<file path="config.mk">
export PLATFORM = sky130hd
export DESIGN_NAME = dec_digit_accumulator
export DESIGN_NICKNAME = d
export VERILOG_FILES = /design/src/rtl/dec_calc_pkg.sv /design/src/rtl/dec_digit_accumulator_key_edge_sync.sv /design/src/rtl/dec_digit_accumulator.sv
export SDC_FILE = /design/constraint.sdc
export NUM_CORES = 1
export LEC_CHECK = 0
export CORE_MARGIN = 2
export CORE_UTILIZATION = 30
export CTS_CLUSTER_DIAMETER = 100
export DETAILED_ROUTE_END_ITERATION = 7
export SLEW_MARGIN = 20
export SYNTH_ARGS = -nofsm -noshare
export SYNTH_HDL_FRONTEND = slang
export SYNTH_SLANG_ARGS = --single-unit
</file>
<file path="constraint.sdc">
create_clock -name clk -period 4.2 [get_ports clk]
set_input_delay 0.42 -clock clk [delete_from_list [all_inputs] [get_ports clk]]
set_output_delay 0.42 -clock clk [all_outputs]
set_load 0.01 [all_outputs]
</file>
<file path="src/rtl/dec_calc_pkg.sv">
// Shared types and helpers for the keypad digit accumulator.
package dec_calc_pkg;

  localparam int NUM_KEYS = 10;

  typedef enum logic [1:0] {
    ST_EMPTY,
    ST_ENTRY,
    ST_FULL
  } entry_state_t;

  function automatic logic [3:0] popcount10(input logic [NUM_KEYS-1:0] v);
    logic [3:0] cnt;
    cnt = '0;
    for (int unsigned i = 0; i < NUM_KEYS; i++) begin
      cnt = cnt + {3'b000, v[i]};
    end
    return cnt;
  endfunction

endpackage

</file>
<file path="src/rtl/dec_digit_accumulator_key_edge_sync.sv">
// Two-flop synchroniser plus rising-edge detector per bit.
module key_edge_sync #(
  parameter int N = 12
) (
  input  logic         clk,
  input  logic         rst_n,
  input  logic [N-1:0] raw,
  output logic [N-1:0] rise
);

  logic [N-1:0] s1;
  logic [N-1:0] s2;
  logic [N-1:0] s3;

  always_ff @(posedge clk or negedge rst_n) begin
    if (!rst_n) begin
      s1 <= '0;
      s2 <= '0;
      s3 <= '0;
    end else begin
      s1 <= raw;
      s2 <= s1;
      s3 <= s2;
    end
  end

  // Pulse is combinational; the consumer's register is the third cycle of latency.
  assign rise = s2 & ~s3;

endmodule

</file>
<file path="src/rtl/dec_digit_accumulator.sv">
// Keypad-to-binary operand entry with overflow/count limits and a valid/ready output.
module dec_digit_accumulator
  import dec_calc_pkg::*;
#(
  parameter int WIDTH      = 8,
  parameter int MAX_DIGITS = 3
) (
  input  logic                             clk,
  input  logic                             rst_n,
  input  logic [NUM_KEYS-1:0]              key,
  input  logic                             enter,
  input  logic                             clear,
  output logic [WIDTH-1:0]                 res,
  output logic                             res_valid,
  input  logic                             res_ready,
  output logic [WIDTH-1:0]                 acc,
  output logic [$clog2(MAX_DIGITS+1)-1:0]  ndigits,
  output logic                             ovf,
  output logic                             multi_err
);

  localparam int NDW = $clog2(MAX_DIGITS+1);

  logic [NUM_KEYS+1:0] edges;
  logic [NUM_KEYS-1:0] dig_e;
  logic                ent_e;
  logic                clr_e;
  logic [3:0]          cnt;
  logic [3:0]          d;
  logic [WIDTH+3:0]    nxt;
  logic                accept;
  entry_state_t        state, state_n;
  logic [WIDTH-1:0]    acc_n, res_n;
  logic [NDW-1:0]      nd_n;
  logic                ovf_n, rv_n, merr_n;

  key_edge_sync #(.N(NUM_KEYS+2)) u_sync (
    .clk   (clk),
    .rst_n (rst_n),
    .raw   ({clear, enter, key}),
    .rise  (edges)
  );

  assign dig_e = edges[NUM_KEYS-1:0];
  assign ent_e = edges[NUM_KEYS];
  assign clr_e = edges[NUM_KEYS+1];
  assign cnt   = popcount10(dig_e);

  always_comb begin
    d = '0;
    for (int unsigned i = 0; i < NUM_KEYS; i++) begin
      if (dig_e[i]) d = 4'(i);
    end
  end

  // acc*10 + d in four extra bits so an out-of-range result is visible, never wrapped.
  assign nxt = ({4'b0000, acc} << 3) + ({4'b0000, acc} << 1) + {{WIDTH{1'b0}}, d};

  assign accept = (state != ST_FULL) && (ndigits < NDW'(MAX_DIGITS)) &&
                  (nxt[WIDTH+3:WIDTH] == '0);

  always_comb begin
    acc_n   = acc;
    nd_n    = ndigits;
    ovf_n   = ovf;
    state_n = state;
    res_n   = res;
    rv_n    = res_valid;
    merr_n  = 1'b0;
    if (res_valid && res_ready) rv_n = 1'b0;
    if (clr_e) begin
      acc_n   = '0;
      nd_n    = '0;
      ovf_n   = 1'b0;
      state_n = ST_EMPTY;
    end else if (cnt > 4'd1) begin
      merr_n = 1'b1;
    end else begin
      if (cnt == 4'd1) begin
        if (accept) begin
          acc_n   = nxt[WIDTH-1:0];
          nd_n    = ndigits + NDW'(1);
          state_n = ST_ENTRY;
        end else begin
          ovf_n   = 1'b1;
          state_n = ST_FULL;
        end
      end
      // Commit sees the post-digit value so digit+enter in one cycle folds first.
      if (ent_e && (!res_valid || res_ready)) begin
        res_n   = acc_n;
        rv_n    = 1'b1;
        acc_n   = '0;
        nd_n    = '0;
        ovf_n   = 1'b0;
        state_n = ST_EMPTY;
      end
    end
  end

  always_ff @(posedge clk or negedge rst_n) begin
    if (!rst_n) begin
      acc       <= '0;
      ndigits   <= '0;
      ovf       <= 1'b0;
      state     <= ST_EMPTY;
      res       <= '0;
      res_valid <= 1'b0;
      multi_err <= 1'b0;
    end else begin
      acc       <= acc_n;
      ndigits   <= nd_n;
      ovf       <= ovf_n;
      state     <= state_n;
      res       <= res_n;
      res_valid <= rv_n;
      multi_err <= merr_n;
    end
  end

endmodule

</file>
[Word level (Yosys, flattened, before mapping)]
Index checks and enable logic that the tools add are counted.
Word-level totals
  register bits: 59
  output and inout bits: 21
Operators by class
  add/subtract/negate cells: 12
  reductions and logical operators: 13
  mux-type cells: 35
  equal/unequal tests: 4
  $lt $le $gt $ge: 2
  bitwise operators: 4
Operator list (count)
  $mux W8: 5
  $mux W4: 8
  $add A4 B1 Y4: 6
  $mux W2: 10
  $add A11 B9 Y12: 1
  $add A12 B4 Y12: 1
  $and A12 B12 Y12: 1
  $mux W1: 12
  $not A12 Y12: 1
  $reduce_and A3 Y1: 3
  $reduce_bool A3 Y1: 2
  $add A3 B1 Y4: 1
  $eq A4 B1 Y1 const B: 1
  $gt A4 B1 Y1 const B: 1
  $logic_and A1 B1 Y1: 4
  $logic_not A4 Y1: 1
  $ne A2 B2 Y1 const B: 2
  $add A2 B1 Y3: 1
  $ne A3 B2 Y1 const B: 1
  $add A1 B1 Y2: 1
  $add A2 B1 Y2 const B: 1
  $lt A2 B2 Y1 const B: 1
  $not A1 Y1: 2
  $reduce_and A2 Y1: 1
  other kinds (2): 2

[Longest topological paths before layout]
Gate-level depths: netlist (run 1).
  word-level depth: 19
  mapped depth: 16
  depth with buffers taken out: 15

[Modules after synthesis]
Synthesis (run 1) repeated with hierarchy kept, for this count alone.
Second synthesis, totals
  cell total of the unflattened synthesis: 234
  area total of the unflattened synthesis: 2891.5 um^2
Modules (own cells, without submodules)
  dec_digit_accumulator: area an instance 1825.5 um^2, times used 1, cells an instance 186
  key_edge_sync: area an instance 1066.0 um^2, times used 1, cells an instance 48

[Worst setup path after synthesis (run 1)]
OpenSTA, ideal clock, no wires.
  path kind: flip-flop to flip-flop
  start point: register u_sync.s2[4]
  end point: register ndigits[0]
  path slack: 0.089 ns
  arrival: 3.986 ns
  setup time: 0.125 ns
  data required time: 4.075 ns
  stages on the path, launching flop included: 16
  path through: dfrtp_1 -> nor2b_1 -> fa_1 -> inv_1 -> fa_1 -> fa_1 -> inv_1 -> ha_1 -> fa_1 -> nor2b_1 -> a31oi_1 -> nor3_1 -> o2111a_1 -> buf_6 -> o22ai_4 -> mux2_4
Between the ends
  longest elaborated chain between the ends: 12
  elaborated cells on any way between the ends: 22
  those cells by class: add/sub (7); order compare (1); eq/ne (2); mux (6); bitwise (1); reduce/logical (5)
Ends and longest elaborated chain
  from (decl): RTL line dec_digit_accumulator_key_edge_sync.sv:12  | logic [N-1:0] s2;
  from (signal assigned): RTL line dec_digit_accumulator_key_edge_sync.sv:18  | s2 <= '0;
  from (signal assigned): RTL line dec_digit_accumulator_key_edge_sync.sv:22  | s2 <= s1;
  $and A12 B12 Y12 (*): RTL line dec_digit_accumulator_key_edge_sync.sv:28  | assign rise = s2 & ~s3;
  branches (longest 10 deep; another with $add A4 B1 Y4)
  $reduce_and A3 Y1 (no line) (*)
  to (signal assigned): RTL line dec_digit_accumulator.sv:112  | ndigits <= nd_n;
  to (decl): RTL line dec_digit_accumulator.sv:17  | output logic [$clog2(MAX_DIGITS+1)-1:0] ndigits,
Every way passes the cells marked *.
A chain may end at the register's enable or synchronous reset.

[Worst setup path after layout (run 1)]
  start point: register u_sync.s2[2]
  end point: register ndigits[0]
Between the ends
  longest elaborated chain between the ends: 14
  elaborated cells on any way between the ends: 26
  those cells by class: add/sub (9); order compare (1); eq/ne (2); mux (8); bitwise (1); reduce/logical (5)
Ends and longest elaborated chain (RTL line)
  $and A12 B12 Y12 (*): dec_digit_accumulator_key_edge_sync.sv:28
  branches (longest 12 deep; another with $add A3 B1 Y4)
  $reduce_and A3 Y1 (no line) (*)
Marked as above.

==> results of run 1 <==
==> power groups by stage <==
| stage | clock, mW | combinational (mW) | sequential [mW] |
|---|---|---|---|
| 4_1_cts | 0.589 | 0.670 | 0.709 |
| 6_report | 0.574 | 0.760 | 0.706 |
| 3_3_place_gp | 0 | 0.652 | 0.718 |
| 3_5_place_dp | 0 | 0.664 | 0.720 |
| 5_1_grt | 0.609 | 0.838 | 0.718 |
| 2_1_floorplan | 0 | 0.382 | 0.727 |
==> worst max-delay path, delay by kind of cell, from the launching register on <==
kind                       cells  cell delay [ps]
and+or+nand+nor                3              450
AOI/OAI and AO/OA              3              520
buffers and inverters          4              320
adders and majority gates      5             2100
muxes                          1              280
DFF                            1              370
==> worst min-delay path by stage <==
stage,cells past startpoint,end,startpoint
5_1_grt,2,u_sync.s2[8],rst_n
2_1_floorplan,0,acc[0],rst_n
3_5_place_dp,0,u_sync.s2[0],u_sync.s1[0]
4_1_cts,2,u_sync.s1[9],rst_n
6_report,2,u_sync.s1[9],rst_n
3_3_place_gp,0,u_sync.s2[6],u_sync.s1[6]
==> through the flow <==
stage | total power, mW | setup slack [ps] | setup TNS [ps] | cells | hold WS (ps)
after floorplan | 1.11 | 88.9 | 0 | 237 | 124
after global placement | 1.37 | 100 | 0 | 387 | 332
after detailed placement | 1.38 | -4.50 | -4.50 | 387 | 337
after CTS | 1.97 | 80.1 | 0 | 403 | 238
after global routing | 2.16 | -159 | -1520 | 411 | 309
final | 2.04 | 49.7 | 0 | 411 | 218
==> state kept, by name, summed over array words and instances, names as in the netlist <==
register / count
ndigits: 2
res: 8
res_valid: 1
u_sync.s2: 12
ovf: 1
u_sync.s3: 12
acc: 8
state: 2
u_sync.s1: 12
multi_err: 1
==> area by class of cell <==
type	instances	area, um2
Fill cell	860	5460
Sequential cell	59	1480
Multi-Input combinational cell	157	1320
Timing Repair Buffer	52	473
Tap cell	111	139
Clock buffer	10	138
Clock inverter	6	88.8
Inverter	16	60.1
==> synthesized netlist by cell type (3+ instances only) <==
cell type | n | area (um2)
sky130_fd_sc_hd__dfrtp_1 | 59 | 1480
sky130_fd_sc_hd__ha_1 | 19 | 238
sky130_fd_sc_hd__inv_1 | 16 | 60.1
sky130_fd_sc_hd__nand2_1 | 14 | 52.6
sky130_fd_sc_hd__a21oi_1 | 11 | 55.1
sky130_fd_sc_hd__nand2b_1 | 11 | 68.8
sky130_fd_sc_hd__nand3_1 | 11 | 55.1
sky130_fd_sc_hd__nor2_1 | 11 | 41.3
sky130_fd_sc_hd__nor2b_1 | 9 | 56.3
sky130_fd_sc_hd__and3_1 | 8 | 50.1
sky130_fd_sc_hd__fa_1 | 8 | 160
sky130_fd_sc_hd__a32o_1 | 6 | 60.1
sky130_fd_sc_hd__a211o_1 | 4 | 35.0
sky130_fd_sc_hd__clkbuf_1 | 4 | 15.0
sky130_fd_sc_hd__o21ai_0 | 4 | 20.0
sky130_fd_sc_hd__xnor2_1 | 4 | 35.0
sky130_fd_sc_hd__nor3_1 | 3 | 15.0
sky130_fd_sc_hd__o21ba_2 | 3 | 30.0
sky130_fd_sc_hd__o2bb2ai_1 | 3 | 26.3
==> cell families after synthesis <==
group | count (synthesis)
AND/OR/NAND/NOR | 75
adder cells (fa/ha/maj) | 27
buffers and inverters | 22
multiplexers | 2
AO/OA/AOI/OAI | 48
flip-flops | 59
XOR/XNOR | 4
==> what timing repair did <==
| action | 4_1_cts | 5_1_grt |
|---|---|---|
| gates cloned | 0 | 1 |
| resized for setup | 1 | 15 |
| setup endpoints to repair | 1 | 19 |
| buffers inserted | 0 | 7 |
| pin swaps | 0 | 9 |
==> per-layer routing <==
layer  share of wire [%]  vias to the layer above
met5                   0                        -
met4                 1.7                        0
met3                 3.1                       11
met2                  50                       34
met1                  45                      969
li1                    -                      960
==> results.txt, run 1 <==
The die covers 10200 um2. The total via count in the routed design is 1974. The synthesized netlist devotes 13.6% of its cell area to compound gates. For this design the ratio of total power to cell area is 553 nW/um2. The utilization after layout came out at 40.3%. The capturing element type of the critical path is a register.

In the routed layout, each cell is associated on average with a via count of 4.80. The portion of total power attributed to the clock network came out at 28.1%. The first-pass GRT wire length came out at 9370 um. The detailed router's first-iteration violation count is 100. The area growth from synthesis to layout is 31.2%.

The total CTS buffers came out at 9. Setup repair after global routing could not meet its margin everywhere. Among all stages on the critical path, the largest delay is contributed by sky130_fd_sc_hd__fa_1. The type of origin of the critical path is a register.

The number of nets in the finished design is 337. The die height is 101 um. The run finished with clean final reports. Synthesis inferred 59 register bits. In this run the tightest slew margin relative to its limit is 51.5%.

The mux contribution to synthesized area is 0.935%. The remaining antenna violation count is 0. The antenna diode count is 0.

Summing the areas of all and, or, nand and nor instances in the mapped netlist gives 14.3% of the synthesized area. The number of distinct library cells after synthesis is 44. Internal power comes to 1.38 mW. Of all nets on the critical path, the largest fanout is 8. The placeable core area came out at 9150 um2. The termination of the worst setup path is ndigits[0].

The global placer's final weighted congestion is 0.827. The final setup violation count came out at 0. The total of warnings raised by yosys came out at 0. Among all flip-flop cells after synthesis, the most frequent one is sky130_fd_sc_hd__dfrtp_1.

Traced cell by cell, the critical path runs through nand2b_1 > inv_2 > fa_1 > inv_1 > fa_1 > fa_1 > inv_2 > ha_4 > fa_2 > nor2b_2 > a31oi_2 > nor3_2 > buf_4 > o2111a_2 > o22ai_4 > mux2_4. The instance area at placement is 3340 um2. The worst-case IR drop observed on VDD is 0.000254 V. After Yosys synthesis, XOR and XNOR cells account for 1.25% of the synthesized area. The number of global-route vias before repair came out at 2033.

The clock passes through at most 2 buffers. The cell count of the worst reg-to-reg path is 16. The DRC violation count after routing came out at 0. The arrival time reported for the critical path endpoint is 4370 ps. The total of buffers placed on input and output ports came out at 35. For this run, the total global-route usage over all layers was measured as 12.1%. TritonCTS built the clock tree. Combinational cells account for 37.3% of the total power.

The cell area after layout is 3690 um2. The maximum operating frequency came out at 241 MHz. The net switching power figure came out at 662 uW. The library cell used as clock root buffer is sky130_fd_sc_hd__clkbuf_8. The global-route layer with the greatest usage is met2.

The starting utilization of the core area came out at 30.7%. The iteration count of the initial detailed-routing pass is 4. The number of max-cap violations is 0. For this run, global-route usage on met2 was measured as 19.9%. The number of nets handed over by synthesis was 279.

The post-synthesis instance total is 237. The worst register-to-register path begins at u_sync.s2[2]. The sequential share of the synthesized area came out at 52.5%. The clock latency of the later-clocked register in the worst-skew pair is 340 ps. For this run, global-route usage on met1 was measured as 14.9%. The endpoint required time on the critical path came out at 4420 ps.

The number of hold buffers added after CTS was 0. The final HPWL from detailed placement came out at 4150 um. The leakage power of the design came out at 1.71 nW. The tightest min-delay check is of the input pin to async pin type. In the finished design, the share of the clock period the worst path needs comes to 98.8%. In this run switching power makes up 32.4% of total power. The async set-reset flop share out of synthesis is 100%. The cell that appears most often on the critical path is sky130_fd_sc_hd__fa_1. For this run the aggregate overflow at the end of global routing stands at 0.

The sink count of the clock tree is 59. The maximum number of pins on one net before global-route repair came out at 60. The netlist area before placement is 2810 um2. The fraction of final layout cells with drive strength greater than 1 came out at 18.7%. In this run the number of H-tree levels came out at 3. The library cell used most frequently in the layout, excluding fill and tap cells, is sky130_fd_sc_hd__dfrtp_1. The clock tree skew after final layout is 12.2 ps.

The wire length after detailed routing came out at 5740 um. The largest family of logic cells by synthesized area is simple AND/OR/NAND/NOR gates. The adder and majority cell fraction of the synthesized area is 14.2%. The average routed wire per standard cell is 14.0 um.

The setup check on the worst reg-to-reg path leaves a slack of 50 ps. The start point of the critical path is u_sync.s2[2]. The die width came out at 101 um. By startpoint and endpoint, the worst setup path is classified as register to register. The sequential fraction of design power came out at 34.6%.

The largest single stage delay on the critical path is 570 ps. The I/O pin total came out at 36. The met3 demand-to-capacity share in global routing is 2.64%.

The count of pins over their slew limit is 0. The per-instance average area after synthesis came out at 11.9 um2. The final critical-path required period came out at 4150 ps. The number of antenna violations at the first check in global routing came to 0. The reg-to-reg endpoint is ndigits[0]. Leaving out fill and tap cells, the most frequent cells in the layout are sky130_fd_sc_hd__dfrtp_1 (59), sky130_fd_sc_hd__clkdlybuf4s50_1 (34), sky130_fd_sc_hd__ha_1 (18), sky130_fd_sc_hd__buf_4 (17), sky130_fd_sc_hd__inv_1 (14). The slew of the pin with the lowest slew margin is 727 ps.

The number of hold violations in the final report came out at 0. In this run the core area contains 35 standard-cell rows. The count of flip-flops with a built-in enable after synthesis is 0. The clock-pin slew of the registers on the worst-case setup and hold paths came out at 70 ps.
Note: power is estimated with default switching activity, not from simulation.
==> inputs of run 2 (changes only) <==
Settings changed: CTS_CLUSTER_DIAMETER 100 to not set.
Clock period 4.2 ns to 4.1 ns, I/O delays scaled along.
==> results.txt, run 2 (synthesis gave the netlist of run 1 again) <==
The total power divided by cell area is 571 nW/um2 (+3.2%). The row count is 35 (unchanged). The area growth from synthesis to layout came out at 31.8%.

The starting utilization of the core area came out at 30.7% (unchanged). The sink count of the clock tree came to 59 (unchanged). The floorplan die area came to 10200 um2 (unchanged). The maximum cell stage delay along the critical path was 530 ps (-40 ps). The power share of the combinational group is 37.7% (+0.4 points).

The maximum clock path buffer count came out at 2 (unchanged). The number of antenna violations at the first check in global routing is 0 (unchanged). The sequential fraction of design power came out at 34.3% (-0.3 points). The number of nets in the finished design came out at 337 (unchanged). The leakage power of the design is 1.74 nW (+2.0%). Clock tree synthesis selected as its root buffer the cell sky130_fd_sc_hd__clkbuf_8. The die height is 101 um (unchanged).

The critical-path maximum fanout is 7 (-1). The first-pass GRT wire length came to 9600 um (+2.5%). The instance area at placement came to 3370 um2 (+0.82%). The maximum operating frequency was 249 MHz (+3.3%). The remaining global-route overflow is 0 (unchanged). The total via count in the routed design was 1990 (+0.81%). The switching share of power came to 31.9% (-0.50 points).

The hold buffer count at cts is 0 (unchanged). The final critical-path required period came out at 4020 ps (-132 ps). The final HPWL from detailed placement is 4230 um (+1.8%).

The worst hold path belongs to the class input pin to async pin. The total CTS buffers was 9 (unchanged). The arrival time reported for the critical path endpoint came to 4240 ps (-130 ps).

The final setup violation count is 0 (unchanged). The detailed-route vias per instance came out at 4.84 (+0.81%). The global placer's final weighted congestion is 0.818 (-1.1%). The portion of total power attributed to the clock network is 28.0% (about the same). The total of buffers placed on input and output ports is 35 (unchanged). By instance count, the cell type seen most on the critical path is sky130_fd_sc_hd__fa_1.

STA classifies the critical path startpoint as a register. The cell area after layout came out at 3700 um2 (+0.41%). The number of max-cap violations is 0 (unchanged). The final-layout fill cell count is 850 (-1.2%). The library cell contributing the largest single delay on the critical path is sky130_fd_sc_hd__fa_1. The deepest level of the CTS H-tree is 3 (unchanged).

The final cell count without fillers was 411 (unchanged). The TritonCTS clock tree is built. The run finished with clean final reports.

The number of placed instances with taps included is 390 (+0.78%). The number of hold violations in the final report came out at 0 (unchanged). The count of pins over their slew limit is 0 (unchanged).

The number of global-route vias before repair is 1996 (-1.8%). The antenna diode count is 0 (unchanged). In the final layout, the registers with the most flip-flops are u_sync.s1 (12), u_sync.s2 (12), u_sync.s3 (12).

The startpoint-to-endpoint class of the critical path is register to register. The die width came out at 101 um (unchanged). The maximum number of pins on one net before global-route repair is 37 (-38%). The DRC violation count after routing came out at 0 (unchanged).

The utilization after layout is 40.5% (+0.16 points). The iteration count of the initial detailed-routing pass is 4 (unchanged). The wire length after detailed routing came to 5750 um (about the same).

The placeable core area is 9150 um2 (unchanged). The cell count of the worst reg-to-reg path was 15 (-1). Leaving out fill and tap cells, the most frequent cells in the layout are sky130_fd_sc_hd__dfrtp_1 (59), sky130_fd_sc_hd__clkdlybuf4s50_1 (34), sky130_fd_sc_hd__ha_1 (18).

The average routed wire per standard cell came out at 14.0 um (about the same). The internal power consumption was 1.44 mW (+4.4%). The ratio of final minimum period to clock period is 98.0% (-0.80 points). The fraction of final layout cells with drive strength greater than 1 came out at 18.3% (-0.33 points). Walking the worst path, the cells encountered are nor2b_4 > fa_1 > inv_1 > fa_1 > fa_1 > inv_2 > ha_4 > fa_2 > nor2b_4 > a31oi_4 > nor3_4 > o2111a_2 > o22ai_4 > buf_6 > a32o_1. The highest ir drop seen on vdd is 0.000241 V (-5.2%).

The area of all sequential standard cells was 1480 um2 (unchanged). The clock latency of the later-clocked register in the worst-skew pair came out at 330 ps (about the same). The combined area of the multi-input logic cells came out at 1310 um2 (about the same).

Leaving out fill and tap cells, the most frequent cell in the layout is sky130_fd_sc_hd__dfrtp_1. Setup repair after global routing could not meet its margin everywhere. The remaining antenna violation count is 0 (unchanged). The slew of the pin with the lowest slew margin came to 547 ps (-180 ps). The I/O pin total is 36 (unchanged). The capturing element type of the critical path is a register.

The worst slew margin relative to its limit came out at 63.5% (+12 points). The clock-pin slew of the registers on the worst-case setup and hold paths came out at 60 ps (about the same). The net switching power figure came out at 675 uW (+2.1%). The clock tree skew after final layout came out at 6.28 ps (-5.90 ps). The detailed router's first-iteration violation count is 81 (-19%). The global-route usage over all layers is 12.3% (+0.28 points).

The endpoint required time on the critical path is 4320 ps (-100 ps).
==> run 2: power by group through the flow <==
| stage | logic, mW | registers (mW) | clock network (mW) |
|---|---|---|---|
| finish | 0.798 | 0.725 | 0.592 |
| CTS | 0.720 | 0.726 | 0.609 |
| detailed placement | 0.717 | 0.738 | 0 |
| global placement | 0.705 | 0.738 | 0 |
| floorplan | 0.395 | 0.745 | 0 |
| global route | 0.878 | 0.738 | 0.637 |
==> run 2: routing by layer <==
metal  GRT usage [%]  vias up  wire length [um]
met5               0        -                 0
met4            4.95        0                91
met3            3.68       10               314
met2            19.2       53              2800
met1            16.1      972              2540
li1                -      955                 -
==> run 2: path summary, 6_finish.rpt <==
check                           slack, ps          from            to
worst max register to register         80  u_sync.s2[4]        acc[4]
worst min register to register        350  u_sync.s1[8]  u_sync.s2[8]
worst max-delay path                   80  u_sync.s2[4]        acc[4]
min in group clk                      350  u_sync.s1[8]  u_sync.s2[8]
max in group asynchronous            3210         rst_n  u_sync.s3[1]
worst min-delay path                   50         rst_n  u_sync.s1[9]
==> run 2: area by class of cell <==
type / instances / area share, %
timing repair buffer: 53 / 13.2
clock buffer: 11 / 4.09
inverter: 16 / 1.62
clock inverter: 5 / 2.03
multi-input combinational: 156 / 35.5
tap: 111 / 3.75
sequential: 59 / 39.9
==> run 2: what timing repair did <==
action,CTS,global route
buffers inserted,0,4
gates resized for setup,0,19
endpoints found under the setup margin,0,19
==> run 2: through the flow <==
step | worst slack, ps | total power, mW | hold slack (ps) | TNS, ps
floorplan | 99.8 | 1.14 | 114 | 0
global placement | 103 | 1.44 | 331 | 0
detailed placement | 10.8 | 1.45 | 335 | 0
CTS | 1.68 | 2.06 | 48.2 | 0
global route | -62.4 | 2.25 | 84.5 | -431
finish | 81.3 | 2.11 | 51.4 | 0
==> run 2: worst max-delay path, delay by kind of cell (launching register included) <==
kind | cells | cell delay [ps]
compound gates | 4 | 670
simple gates | 3 | 530
flops | 1 | 380
fa+ha+maj | 5 | 2060
buf+inv | 3 | 260
==> inputs of run 3 (changes only) <==
Settings changed: PLACE_DENSITY set to 0.47.
==> results.txt, run 3 (synthesis gave the netlist of run 1 again) <==
The leakage power of the design was 1.72 nW (-1.1%). The final setup violation count came out at 0 (unchanged). The number of global-route vias before repair is 2067 (+3.6%). The largest individual stage delay along the critical path comes from the cell sky130_fd_sc_hd__fa_1. The met1 capacity usage during global routing came to 16.5% (+0.41 points). The number of max-cap violations came out at 0 (unchanged). The remaining antenna violation count came to 0 (unchanged). The final critical-path required period is 3930 ps (-87.5 ps). The capturing element type of the critical path is a register. The I/O pin total is 36 (unchanged). The number of placed instances with taps included is 385 (-1.3%). The global-route track usage on met2 was 20.3% (+1.0 points).

The ratio of final minimum period to clock period came out at 95.9% (-2.1 points). The detailed router's first-iteration violation count is 81 (unchanged). The worst hold path belongs to the class input pin to async pin.

The cell count of the worst reg-to-reg path is 15 (unchanged). The row count came out at 35 (unchanged). The detailed-route vias per instance came out at 4.78 (-1.2%). The startpoint of the worst-slack reg-to-reg timing path is u_sync.s2[4]. The maximum cell stage delay along the critical path is 540 ps (about the same). The worst slew margin relative to its limit was 52.8% (-11 points).

The top cell types in the final layout, fill and taps aside, are sky130_fd_sc_hd__dfrtp_1 (59), sky130_fd_sc_hd__clkdlybuf4s50_1 (34), sky130_fd_sc_hd__ha_1 (18), sky130_fd_sc_hd__nand2_1 (14), sky130_fd_sc_hd__inv_1 (13). The deepest level of the CTS H-tree was 3 (unchanged). The clock-pin slew of the registers on the worst-case setup and hold paths came out at 70 ps (about the same). The total of buffers placed on input and output ports is 35 (unchanged). The clock latency of the later-clocked register in the worst-skew pair came to 340 ps (about the same). The count of pins over their slew limit came out at 0 (unchanged).

The combined area of the multi-input logic cells came out at 1320 um2 (+0.67%). The type of origin of the critical path is a register. The reg2reg setup slack came out at 170 ps (+90 ps). The run finished with clean final reports. The number of hold violations in the final report was 0 (unchanged). The layer flagged by global routing as most heavily used is met2. The maximum number of pins on one net before global-route repair is 38 (+2.7%). TritonCTS built the clock tree. The final HPWL from detailed placement was 4310 um (+2.1%). The arrival time reported for the critical path endpoint came to 4160 ps (-80 ps). The met3 demand-to-capacity share in global routing was 3.40% (-0.28 points). The global placer's final weighted congestion is 0.856 (+4.7%). The sink count of the clock tree came out at 59 (unchanged).

The final-layout fill cell count came out at 866 (+1.9%). The die height came out at 101 um (unchanged). The startpoint-to-endpoint class of the critical path is register to register. The post-route total power is 2.16 mW (+2.3%). The floorplan die area came out at 10200 um2 (unchanged). The first-pass GRT wire length was 9890 um (+2.9%). The signal on the critical path passes through nor2b_4 > fa_1 > inv_2 > fa_1 > fa_1 > inv_2 > ha_4 > fa_2 > nor2b_4 > a31oi_4 > nor3_4 > o2111a_1 > buf_6 > o22ai_4 > mux2_4.

The total power divided by cell area came to 583 nW/um2 (+2.2%). The fraction of final layout cells with drive strength greater than 1 came to 17.5% (-0.82 points). The hold buffer count at cts is 0 (unchanged).

The area of all sequential standard cells came to 1480 um2 (unchanged). The instance area at placement came to 3330 um2 (-1.1%). The worst register-to-register path ends at ndigits[0].

The tree is rooted in a sky130_fd_sc_hd__clkbuf_8. The starting utilization of the core area is 30.7% (unchanged). The maximum operating frequency was 254 MHz (+2.2%). The die width came out at 101 um (unchanged). The cell that appears most often on the critical path is sky130_fd_sc_hd__fa_1.

The number of nets in the finished design was 334 (-0.89%). Compared with the post-synthesis result, the final layout area differs by 31.9%. The setup slack after layout is 169 ps (+87.5 ps).

The slew of the pin with the lowest slew margin came to 706 ps (+159 ps). The highest ir drop seen on vdd is 0.000248 V (+2.7%). The placeable core area is 9150 um2 (unchanged). The DRC violation count after routing came out at 0 (unchanged).

The total negative slack for setup checks is 0 ps (unchanged). The total CTS buffers is 9 (unchanged). The most common cell after layout, fill and taps aside is sky130_fd_sc_hd__dfrtp_1. The antenna diode count is 0 (unchanged).

The maximum clock path buffer count came out at 2 (unchanged). The largest registers in the layout are u_sync.s1 (12), u_sync.s2 (12), u_sync.s3 (12). The average routed wire per standard cell is 14.4 um (+2.8%). The iteration count of the initial detailed-routing pass is 4 (unchanged). Setup repair after global routing could not meet its margin everywhere.

The worst setup slack before clock tree synthesis came to -22.1 ps (-32.9 ps). The critical-path maximum fanout came out at 5 (-2). The remaining global-route overflow was 0 (unchanged). The total via count in the routed design is 1951 (-2.0%).

The final cell count without fillers is 408 (-0.73%). The number of antenna violations at the first check in global routing is 0 (unchanged). The wire length after detailed routing is 5860 um (+2.1%). The global-route usage over all layers came out at 12.8% (+0.43 points). The cell area after layout came out at 3710 um2 (+0.10%). The endpoint required time on the critical path came out at 4330 ps (about the same). The clock tree skew after final layout came out at 7.96 ps (+1.67 ps).
## run 3: worst max-delay path by stage
stage / startpoint / end / slack, ps
finish: u_sync.s2[4] / ndigits[0] / 170
global route: u_sync.s2[2] / ndigits[0] / -20
CTS: u_sync.s2[4] / ndigits[0] / 10
detailed placement: u_sync.s2[4] / res[3] / -20
global placement: u_sync.s2[4] / res[1] / 30
floorplan: u_sync.s2[4] / ndigits[0] / 100
## run 3: stage by stage
stage | hold slack, ps | utilization, %
after detailed placement | 335 | 36.4
after global routing | 60.5 | 40.5
after CTS | 28.7 | 39.4
after global placement | 332 | 36.4
after floorplan | 114 | -
final | 24.3 | 40.5
## run 3: critical path: cells and delay by family, from the launching register on
| family | cells | cell delay (ps) |
|---|---|---|
| AOI/OAI and AO/OA | 3 | 410 |
| adders and majority gates | 5 | 2060 |
| buffers and inverters | 3 | 210 |
| DFF | 1 | 380 |
| muxes | 1 | 290 |
| and+or+nand+nor | 3 | 460 |
## run 3: layer usage
layer | wire [um] | vias to the layer above
met5 | 0 | -
met4 | 66 | 0
met3 | 228 | 5
met2 | 2830 | 38
met1 | 2740 | 953
li1 | - | 955
## run 3: power breakdown
group | total (mW) | switching (mW) | internal [mW]
Combinational | 0.783 | 0.392 | 0.391
Clock | 0.657 | 0.236 | 0.421
Sequential | 0.723 | 0.0599 | 0.663
Total | 2.16 | 0.688 | 1.47
## run 3: timing repair
item / CTS / global route
gates resized for setup: 4 / 15
pin swaps: 6 / 8
buffers inserted: 2 / 4
gates cloned: 0 / 1
endpoints found under the setup margin: 3 / 18
## run 3: final cells by class
cell class,instances,area share (%)
Inverter,16,1.62
Clock buffer,10,3.71
Tap cell,111,3.74
Timing Repair Buffer,49,12.4
Clock inverter,6,3.00
Multi-Input combinational cell,157,35.7
Sequential cell,59,39.8
